==> src/rtl/shift_issue_if.sv <==
// Handshake and data bundle between decode and the shift issue stage.
// The slave side is the issue stage; the master side is decode plus the downstream shifter.
interface shift_issue_if #(
    parameter int DATA_W  = 32,
    parameter int SHAMT_W = 5,
    parameter int REG_AW  = 5
);
    logic               flush;
    logic               in_valid;
    logic               in_ready;
    logic [5:0]         in_funct;
    logic [SHAMT_W-1:0] in_shamt;
    logic [REG_AW-1:0]  in_rs_addr;
    logic [DATA_W-1:0]  in_rs_data;
    logic [REG_AW-1:0]  in_rt_addr;
    logic [DATA_W-1:0]  in_rt_data;
    logic [REG_AW-1:0]  in_rd_addr;
    logic               ex_wr_en;
    logic [REG_AW-1:0]  ex_wr_addr;
    logic [DATA_W-1:0]  ex_wr_data;
    logic               wb_wr_en;
    logic [REG_AW-1:0]  wb_wr_addr;
    logic [DATA_W-1:0]  wb_wr_data;
    logic               out_valid;
    logic               out_ready;
    logic [DATA_W-1:0]  sh_indata;
    logic [SHAMT_W-1:0] sh_num;
    logic [1:0]         sh_ctr;
    logic [REG_AW-1:0]  out_rd_addr;
    logic               hazard_stall;
    logic               illegal_op;

    modport master (
        output flush, in_valid, in_funct, in_shamt, in_rs_addr, in_rs_data,
               in_rt_addr, in_rt_data, in_rd_addr, ex_wr_en, ex_wr_addr, ex_wr_data,
               wb_wr_en, wb_wr_addr, wb_wr_data, out_ready,
        input  in_ready, out_valid, sh_indata, sh_num, sh_ctr, out_rd_addr,
               hazard_stall, illegal_op
    );

    modport slave (
        input  flush, in_valid, in_funct, in_shamt, in_rs_addr, in_rs_data,
               in_rt_addr, in_rt_data, in_rd_addr, ex_wr_en, ex_wr_addr, ex_wr_data,
               wb_wr_en, wb_wr_addr, wb_wr_data, out_ready,
        output in_ready, out_valid, sh_indata, sh_num, sh_ctr, out_rd_addr,
               hazard_stall, illegal_op
    );
endinterface

==> src/rtl/shift_issue_stage.sv <==
// Issue register for MIPS shift ops feeding the EX shifter (one entry, valid/ready).
// Define SHIFT_FWD_EN to bypass EX/WB results into operands; otherwise RAW hazards stall input.
module shift_issue_stage #(
    parameter int DATA_W  = 32,
    parameter int SHAMT_W = 5,
    parameter int REG_AW  = 5
) (
    input  logic         clk,
    input  logic         rst,
    shift_issue_if.slave sif
);

    function automatic logic is_shift_funct(input logic [5:0] funct);
        return (funct[5:3] == 3'b000) && (funct[1:0] != 2'b01);
    endfunction

    // Register 0 is hardwired to zero, so a write to it never counts as a match.
    function automatic logic wr_hit(input logic en, input logic [REG_AW-1:0] waddr,
                                    input logic [REG_AW-1:0] raddr);
        return en && (waddr == raddr) && (raddr != '0);
    endfunction

    logic [DATA_W-1:0]  rt_res;
    logic [SHAMT_W-1:0] rs_amt;
    logic               hazard;

`ifdef SHIFT_FWD_EN
    function automatic logic [DATA_W-1:0] sel_operand(
        input logic [REG_AW-1:0] addr, input logic [DATA_W-1:0] rf_data,
        input logic ex_en, input logic [REG_AW-1:0] ex_addr, input logic [DATA_W-1:0] ex_data,
        input logic wb_en, input logic [REG_AW-1:0] wb_addr, input logic [DATA_W-1:0] wb_data);
        if (wr_hit(ex_en, ex_addr, addr)) return ex_data;
        if (wr_hit(wb_en, wb_addr, addr)) return wb_data;
        return rf_data;
    endfunction

    always_comb begin
        rt_res = sel_operand(sif.in_rt_addr, sif.in_rt_data,
                             sif.ex_wr_en, sif.ex_wr_addr, sif.ex_wr_data,
                             sif.wb_wr_en, sif.wb_wr_addr, sif.wb_wr_data);
        rs_amt = SHAMT_W'(sel_operand(sif.in_rs_addr, sif.in_rs_data,
                                      sif.ex_wr_en, sif.ex_wr_addr, sif.ex_wr_data,
                                      sif.wb_wr_en, sif.wb_wr_addr, sif.wb_wr_data));
        hazard = 1'b0;
    end
`else
    always_comb begin
        rt_res = sif.in_rt_data;
        rs_amt = sif.in_rs_data[SHAMT_W-1:0];
        hazard = sif.in_valid &&
                 (wr_hit(sif.ex_wr_en, sif.ex_wr_addr, sif.in_rt_addr) ||
                  wr_hit(sif.wb_wr_en, sif.wb_wr_addr, sif.in_rt_addr) ||
                  (sif.in_funct[2] &&
                   (wr_hit(sif.ex_wr_en, sif.ex_wr_addr, sif.in_rs_addr) ||
                    wr_hit(sif.wb_wr_en, sif.wb_wr_addr, sif.in_rs_addr))));
    end
`endif

    logic               vld_p0;
    logic               illegal_p0;
    logic [DATA_W-1:0]  indata_p0;
    logic [SHAMT_W-1:0] num_p0;
    logic [1:0]         ctr_p0;
    logic [REG_AW-1:0]  rd_p0;
    logic               ready;
    logic               accept;
    logic               shift_op;

    assign ready    = (~vld_p0 | sif.out_ready) & ~hazard;
    assign accept   = sif.in_valid & ready;
    assign shift_op = is_shift_funct(sif.in_funct);

    // Stage p0: capture decoded shift control and resolved operands.
    always_ff @(posedge clk or posedge rst) begin
        if (rst) begin
            vld_p0     <= 1'b0;
            illegal_p0 <= 1'b0;
            indata_p0  <= '0;
            num_p0     <= '0;
            ctr_p0     <= 2'b00;
            rd_p0      <= '0;
        end else begin
            illegal_p0 <= ~sif.flush & accept & ~shift_op;
            if (sif.flush) begin
                vld_p0 <= 1'b0;
            end else if (accept && shift_op) begin
                vld_p0    <= 1'b1;
                indata_p0 <= rt_res;
                num_p0    <= sif.in_funct[2] ? rs_amt : sif.in_shamt;
                ctr_p0    <= sif.in_funct[1:0];
                rd_p0     <= sif.in_rd_addr;
            end else if (accept) begin
                vld_p0 <= 1'b0;
            end else if (vld_p0 && sif.out_ready) begin
                vld_p0 <= 1'b0;
            end
        end
    end

    assign sif.in_ready     = ready;
    assign sif.hazard_stall = hazard;
    assign sif.out_valid    = vld_p0;
    assign sif.illegal_op   = illegal_p0;
    assign sif.sh_indata    = indata_p0;
    assign sif.sh_num       = num_p0;
    assign sif.sh_ctr       = ctr_p0;
    assign sif.out_rd_addr  = rd_p0;

endmodule

==> src/flat_wrapper.sv <==
// flat-port wrapper written by rule: the top's interface ports become plain ports
module shift_issue_stage_flat 
#(
    parameter int DATA_W  = 32,
    parameter int SHAMT_W = 5,
    parameter int REG_AW  = 5
)
  (clk, rst, sif_flush, sif_in_valid, sif_in_funct, sif_in_shamt, sif_in_rs_addr, sif_in_rs_data, sif_in_rt_addr, sif_in_rt_data, sif_in_rd_addr, sif_ex_wr_en, sif_ex_wr_addr, sif_ex_wr_data, sif_wb_wr_en, sif_wb_wr_addr, sif_wb_wr_data, sif_out_ready, sif_in_ready, sif_out_valid, sif_sh_indata, sif_sh_num, sif_sh_ctr, sif_out_rd_addr, sif_hazard_stall, sif_illegal_op);
  shift_issue_if #(.DATA_W(DATA_W), .SHAMT_W(SHAMT_W), .REG_AW(REG_AW)) sif_i ();
  input  logic clk;
  input  logic rst;
  input wire logic [$bits(sif_i.flush)-1:0] sif_flush;
  input wire logic [$bits(sif_i.in_valid)-1:0] sif_in_valid;
  input wire logic [$bits(sif_i.in_funct)-1:0] sif_in_funct;
  input wire logic [$bits(sif_i.in_shamt)-1:0] sif_in_shamt;
  input wire logic [$bits(sif_i.in_rs_addr)-1:0] sif_in_rs_addr;
  input wire logic [$bits(sif_i.in_rs_data)-1:0] sif_in_rs_data;
  input wire logic [$bits(sif_i.in_rt_addr)-1:0] sif_in_rt_addr;
  input wire logic [$bits(sif_i.in_rt_data)-1:0] sif_in_rt_data;
  input wire logic [$bits(sif_i.in_rd_addr)-1:0] sif_in_rd_addr;
  input wire logic [$bits(sif_i.ex_wr_en)-1:0] sif_ex_wr_en;
  input wire logic [$bits(sif_i.ex_wr_addr)-1:0] sif_ex_wr_addr;
  input wire logic [$bits(sif_i.ex_wr_data)-1:0] sif_ex_wr_data;
  input wire logic [$bits(sif_i.wb_wr_en)-1:0] sif_wb_wr_en;
  input wire logic [$bits(sif_i.wb_wr_addr)-1:0] sif_wb_wr_addr;
  input wire logic [$bits(sif_i.wb_wr_data)-1:0] sif_wb_wr_data;
  input wire logic [$bits(sif_i.out_ready)-1:0] sif_out_ready;
  output wire logic [$bits(sif_i.in_ready)-1:0] sif_in_ready;
  output wire logic [$bits(sif_i.out_valid)-1:0] sif_out_valid;
  output wire logic [$bits(sif_i.sh_indata)-1:0] sif_sh_indata;
  output wire logic [$bits(sif_i.sh_num)-1:0] sif_sh_num;
  output wire logic [$bits(sif_i.sh_ctr)-1:0] sif_sh_ctr;
  output wire logic [$bits(sif_i.out_rd_addr)-1:0] sif_out_rd_addr;
  output wire logic [$bits(sif_i.hazard_stall)-1:0] sif_hazard_stall;
  output wire logic [$bits(sif_i.illegal_op)-1:0] sif_illegal_op;
  assign sif_i.flush = sif_flush;
  assign sif_i.in_valid = sif_in_valid;
  assign sif_i.in_funct = sif_in_funct;
  assign sif_i.in_shamt = sif_in_shamt;
  assign sif_i.in_rs_addr = sif_in_rs_addr;
  assign sif_i.in_rs_data = sif_in_rs_data;
  assign sif_i.in_rt_addr = sif_in_rt_addr;
  assign sif_i.in_rt_data = sif_in_rt_data;
  assign sif_i.in_rd_addr = sif_in_rd_addr;
  assign sif_i.ex_wr_en = sif_ex_wr_en;
  assign sif_i.ex_wr_addr = sif_ex_wr_addr;
  assign sif_i.ex_wr_data = sif_ex_wr_data;
  assign sif_i.wb_wr_en = sif_wb_wr_en;
  assign sif_i.wb_wr_addr = sif_wb_wr_addr;
  assign sif_i.wb_wr_data = sif_wb_wr_data;
  assign sif_i.out_ready = sif_out_ready;
  assign sif_in_ready = sif_i.in_ready;
  assign sif_out_valid = sif_i.out_valid;
  assign sif_sh_indata = sif_i.sh_indata;
  assign sif_sh_num = sif_i.sh_num;
  assign sif_sh_ctr = sif_i.sh_ctr;
  assign sif_out_rd_addr = sif_i.out_rd_addr;
  assign sif_hazard_stall = sif_i.hazard_stall;
  assign sif_illegal_op = sif_i.illegal_op;
  shift_issue_stage #(.DATA_W(DATA_W), .SHAMT_W(SHAMT_W), .REG_AW(REG_AW)) u_core (.clk(clk), .rst(rst), .sif(sif_i));
endmodule
==> config.mk <==
export PLATFORM = sky130hd
export DESIGN_NAME = shift_issue_stage_flat
export DESIGN_NICKNAME = d
export VERILOG_FILES = /design/src/rtl/shift_issue_if.sv /design/src/rtl/shift_issue_stage.sv /design/src/flat_wrapper.sv
export SDC_FILE = /design/constraint.sdc
export NUM_CORES = 1
export LEC_CHECK = 0
export CAP_MARGIN = 20
export CORE_AREA = 3 3 83 85
export CTS_CLUSTER_DIAMETER = 150
export DETAILED_ROUTE_END_ITERATION = 8
export DIE_AREA = 0 0 86 88
export DONT_BUFFER_PORTS = 1
export SLEW_MARGIN = 30
export SYNTH_ARGS = -nofsm -noshare
export SYNTH_HDL_FRONTEND = slang
export SYNTH_SLANG_ARGS = --single-unit
==> constraint.sdc <==
create_clock -name clk -period 3.4 [get_ports clk]
set_clock_uncertainty 0.1 [all_clocks]
set_input_delay 0.34 -clock clk [delete_from_list [all_inputs] [get_ports clk]]
set_output_delay 0.34 -clock clk [all_outputs]
set_load 0.01 [all_outputs]
# After elaboration in Yosys (flattened, before gate mapping)
# Index checks and enable logic that the tools add are counted.
# W data, S select, Z words.
[op_classes]
div = 0
multipliers = 0
muxes = 5
n_eq_ne = 5
n_lt_le_gt_ge = 0
addsub = 0
n_bitwise = 9
shift = 0
n_reduce_logical = 21
[op_table]
columns = ["cell", "count"]
rows = [
  ["$eq A5 B5 Y1", 4],
  ["$logic_and A1 B1 Y1", 13],
  ["$reduce_bool A5 Y1", 2],
  ["$mux W5", 1],
  ["$and A1 B1 Y1", 4],
  ["$mux W1", 4],
  ["$not A1 Y1", 4],
  ["$reduce_bool A4 Y1", 1],
  ["$logic_not A3 Y1", 1],
  ["$logic_or A1 B1 Y1", 3],
  ["$ne A2 B1 Y1 const B", 1],
  ["$reduce_and A2 Y1", 1],
  ["$or A1 B1 Y1", 1],
]
[word_totals]
mem_count = 0
latch_bits = 0
ram_bits = 0
input_bits = 171
out_inout_bits = 48
rom_bits = 0
register_bits = 46
word_cells = 46

# Depth between registers and ports, before layout
[depth]
word_depth = 13
mapped_depth = 7
ltp_nobuf = 6

# Least setup slack after synthesis
# Ideal clock, no wire load.
[synth_path]
path_kind = "input to register"
from = "input port sif_wb_wr_addr[0]"
to = "register u_core.rd_p0[0] (netlist: u_core.sif.out_rd_addr[0])"
stages = 7
required_time_ps = 3175
slack_ps = 1640
t_arrival_ps = 1535
setup_time_ps = 125
n_path_buf = 1
path_cell_list = "xnor2_1 nand4_1 o22ai_1 a32oi_2 nand2_2 buf_6 mux2_4"
[synth_via]
elab_chain_cells = 12
word_cells_on_any_way = 16
classes_between = "eq/ne (2); bitwise (3); reduce/logical (11)"
[synth_rtl]
columns = ["element", "line", "text"]
rows = [
  ["start: declaration", "flat_wrapper.sv:25", "input wire logic [$bits(sif_i.wb_wr_addr)-1:0] sif_wb_wr_addr;"],
  ["$eq A5 B5 Y1", "shift_issue_stage.sv:20", "return en && (waddr == raddr) && (raddr != '0);"],
  ["$logic_and A1 B1 Y1 (2 in series)", "shift_issue_stage.sv:20", ""],
  ["$logic_or A1 B1 Y1", "shift_issue_stage.sv:54", "(wr_hit(sif.ex_wr_en, sif.ex_wr_addr, sif.in_rs_addr) ||"],
  ["$logic_and A1 B1 Y1", "shift_issue_stage.sv:53", "(sif.in_funct[2] &&"],
  ["$logic_or A1 B1 Y1 *", "shift_issue_stage.sv:52", "wr_hit(sif.wb_wr_en, sif.wb_wr_addr, sif.in_rt_addr) ||"],
  ["$logic_and A1 B1 Y1 *", "shift_issue_stage.sv:50", "hazard = sif.in_valid &&"],
  ["$not A1 Y1 *", "shift_issue_stage.sv:69", "assign ready = (~vld_p0 | sif.out_ready) & ~hazard;"],
  ["$and A1 B1 Y1 *", "shift_issue_stage.sv:69", ""],
  ["$and A1 B1 Y1 *", "shift_issue_stage.sv:70", "assign accept = sif.in_valid & ready;"],
  ["$logic_and A1 B1 Y1 *", "shift_issue_stage.sv:86", "end else if (accept && shift_op) begin"],
  ["$reduce_and A2 Y1 (no line) *", "--", ""],
  ["end signal: assignment", "shift_issue_stage.sv:91", "rd_p0 <= sif.in_rd_addr;"],
  ["end: declaration", "shift_issue_stage.sv:64", "logic [REG_AW-1:0] rd_p0;"],
]
# Mark *: on every way between the ends. The rest lies on a longest branch, timed or not.
# A chain may end at the register's enable or synchronous reset.

# Worst setup path in the final report
[layout_path]
from = "register u_core.vld_p0 (netlist: u_core.sif.out_valid)"
to = "register u_core.rd_p0[2] (netlist: u_core.sif.out_rd_addr[2])"
[layout_via]
elab_chain_cells = 6
[layout_rtl]
columns = ["element", "line", "text"]
rows = [
  ["start: declaration", "shift_issue_stage.sv:59", "logic vld_p0;"],
  ["start signal: assignment", "shift_issue_stage.sv:76", "vld_p0 <= 1'b0;"],
  ["start signal: assignment", "shift_issue_stage.sv:85", "vld_p0 <= 1'b0;"],
  ["start signal: assignment", "shift_issue_stage.sv:87", "vld_p0 <= 1'b1;"],
  ["$not A1 Y1", "shift_issue_stage.sv:69", ""],
  ["$or A1 B1 Y1", "shift_issue_stage.sv:69", ""],
  ["$and A1 B1 Y1", "shift_issue_stage.sv:69", ""],
  ["$and A1 B1 Y1", "shift_issue_stage.sv:70", ""],
  ["$logic_and A1 B1 Y1", "shift_issue_stage.sv:86", ""],
  ["$reduce_and A2 Y1 (no line)", "--", ""],
]
# No other way between the ends.

==> flow_summary.json <==
{
  "status": "finished, final reports clean",
  "vias": 1214,
  "whs_path_depth": 1,
  "clock-sinks": 46,
  "synth_area_sq_um": 2240,
  "cts_buffer_depth": 2,
  "cts_resized": 0,
  "crit_top_cell": "nor2b_1",
  "slew_headroom_pct": 47.7,
  "fp.coreArea_sq_um": 6280,
  "synthCells": 157,
  "grt_pass1_vias": 1334,
  "p_seq_share_pct": 59.7,
  "r2r_cells": 7,
  "drtPass1Iterations": 4,
  "grt-ovfl-total": 0,
  "clkPwrFrac_pct": 22.6,
  "synth_area_leaders": "dfrtp_1, mux2_4, xnor2_1",
  "cts_root_buffer": "clkbuf_8",
  "p_leak_nw": 1.15,
  "cp_max_fo": 27,
  "hold_path_class": "in -> reg",
  "async_flop_share_pct": 100,
  "ir_worst_vdd_mv": 0.304,
  "synthesis.nets": 328,
  "cp-start-kind": "flop",
  "required_ps": 3470,
  "fmax_ghz": 0.413,
  "grt_setup_unrepaired": "false",
  "io_pins": 219,
  "drv_slew": 0,
  "antenna_cells": 0,
  "yosys.cell_types.count": 22,
  "synth_edf_count": 0,
  "p_int_mw": 1.01,
  "die_h_microns": 88,
  "synth.largest_area_cell": "dfrtp_1",
  "gp_congestion": 0.697,
  "dieArea_sq_um": 7570,
  "finalWorstPathRequiredPeriod_ps": 2420,
  "worst_pin_slew_ps": 783,
  "critPathArrivalTime_ps": 2490,
  "synth_warnings": 0,
  "grtUsageTotal_pct": 11.6,
  "via_per_inst": 5.10,
  "multi_input_area_sq_um": 1020,
  "endpoint_kind": "flop",
  "nFillCells": 570,
  "maxCapViolations": 0,
  "seqCellArea_sq_um": 1150,
  "grt_pass1_wl_mm": 6.81,
  "setup_viol": 0,
  "synth_seq_cells": 46,
  "comb_power_share_pct": 17.7,
  "p_sw_share_pct": 29.3,
  "drive_gt1_share_pct": 32.3,
  "cts_tree": "done",
  "max_stage_delay_ps": 430,
  "worstSetupPathType": "reg -> reg",
  "clock_latency_ps": 280,
  "tns_ps": 0,
  "antenna_found_initial": 0,
  "numCtsBuffers": 5,
  "hold_viol": 0,
  "postSynthAreaPerCell_sq_um": 14.3,
  "drc": 0,
  "portBuffers": 0,
  "fp.dieW_microns": 86,
  "finalNetCount": 331,
  "initial_utilization_pct": 35.7,
  "syn_to_final_growth_pct": 7.49,
  "synth-seq-area-share_pct": 51.4,
  "yosys.area.top_type_share_pct": 51.4,
  "hpwl_mm": 3.64,
  "drt_iter0_markers": 42,
  "power_density_nw_per_um2": 592,
  "p_sw_mw": 0.419,
  "synth_flop_cell": "dfrtp_1",
  "grt_max_degree": 47,
  "wl_mm": 4.69,
  "ant_nets": 0,
  "post_drt_wl_per_cell_microns": 19.7,
  "cts.reportedPaths.clkPinSlew_ps": 90,
  "htreeDepth": 2,
  "finalCritPeriodShare_pct": 71.2,
  "path_cells": "nor2b_1, nor3b_1, nor2b_1, buf_4, nand2_2, buf_12, mux2_4",
  "cpMaxStageDelayCell": "dfrtp_1",
  "fin_util_pct": 38.3,
  "rows": 29
}
==> kinds of logic after synthesis <==
group	share of synthesized area [%]
buf+inv	2.90
mux	28.4
compound gates	4.02
flops	51.4
xor+xnor	7.82
simple gates	5.48
==> synth_stat cells (all sizes together), types with 3 or more instances <==
library cell	instances
a21oi	5
a31oi	5
buf	5
dfrtp	46
mux2	39
mux2i	5
nand2	8
nand4	4
nor2	3
nor2b	3
nor3	3
xnor2	20
==> placed cells by master (no fill, tap or decap), drive strengths merged <==
cell	n
dfrtp	46
mux2	39
xnor2	20
nand2	8
mux2i	5
a21oi	5
a31oi	5
clkbuf	5
nand4	4
nor3	3
nor2b	3
nor2	3
clkinv	3
o22ai	2
buf	2
inv	1
o21ai	1
nor3b	1
a32oi	1
nand2b	1
and3	1
clkinvlp	1
dlygate4sd3	1
==> flip-flops by register name, indices dropped and copies added, names as in the netlist <==
name / cells
u_core.sif.sh_indata: 32
u_core.sif.out_rd_addr: 5
u_core.sif.sh_num: 5
u_core.sif.sh_ctr: 2
u_core.sif.illegal_op: 1
u_core.sif.out_valid: 1
==> critical path, delay by kind of cell (launching register included) <==
kind          cells  cell delay [ps]
mux               1              320
buf+inv           2              510
flops             1              430
simple gates      4              930
==> power by group through the flow <==
stage,Combinational [mW],Sequential [mW],Clock [mW]
finish,0.252,0.852,0.323
global route,0.273,0.869,0.363
CTS,0.254,0.854,0.340
detailed placement,0.253,0.862,0
global placement,0.243,0.860,0
floorplan,0.230,0.823,0
==> per-stage QoR <==
stage | hold WS, ps | power, mW | instance area [sq um] | cells | setup slack, ps
4_1_cts | 63.9 | 1.45 | 2400 | 237 | 961
2_1_floorplan | 389 | 1.05 | 2240 | 157 | 1640
6_report | 92.6 | 1.43 | 2410 | 238 | 979
5_1_grt | 67.6 | 1.50 | 2410 | 238 | 873
3_3_place_gp | 358 | 1.10 | 2310 | 229 | 835
3_5_place_dp | 391 | 1.12 | 2310 | 229 | 785
==> metal layers <==
metal / vias up / global-route usage (%) / share of wire (%) / wire length (microns)
met5: - / 0 / 0 / 0
met4: 0 / 3.74 / 1.4 / 66
met3: 6 / 4.23 / 8.5 / 400
met2: 73 / 18.9 / 51 / 2390
met1: 583 / 14.4 / 39 / 1830
li1: 552 / - / - / -
==> repair_timing <==
item / in CTS / in global routing
setup buffers: 0 / 0
hold endpoints to repair: 0 / 26
hold buffers: 0 / 1
==> worst paths after layout <==
path	slack [ps]	to	from
worst max-delay path	980	u_core.sif.out_rd_addr[2]	u_core.sif.out_valid
worst min-delay path	90	u_core.sif.sh_indata[21]	sif_in_rt_data[21]
worst max register to register	980	u_core.sif.out_rd_addr[2]	u_core.sif.out_valid
worst min register to register	490	u_core.sif.out_rd_addr[4]	u_core.sif.out_rd_addr[4]
max in group asynchronous	2200	u_core.sif.sh_indata[30]	rst
min in group asynchronous	540	u_core.sif.sh_indata[18]	rst
==> final cells by class <==
| type | instances | share of cell area [%] |
|---|---|---|
| Sequential cell | 46 | 47.8 |
| Clock inverter | 3 | 0.884 |
| Multi-Input combinational cell | 102 | 42.5 |
| Inverter | 2 | 0.364 |
| Clock buffer | 5 | 2.86 |
| Tap cell | 77 | 4.00 |
| Timing Repair Buffer | 3 | 1.56 |
No activity file was read; power rests on OpenSTA's default activity.
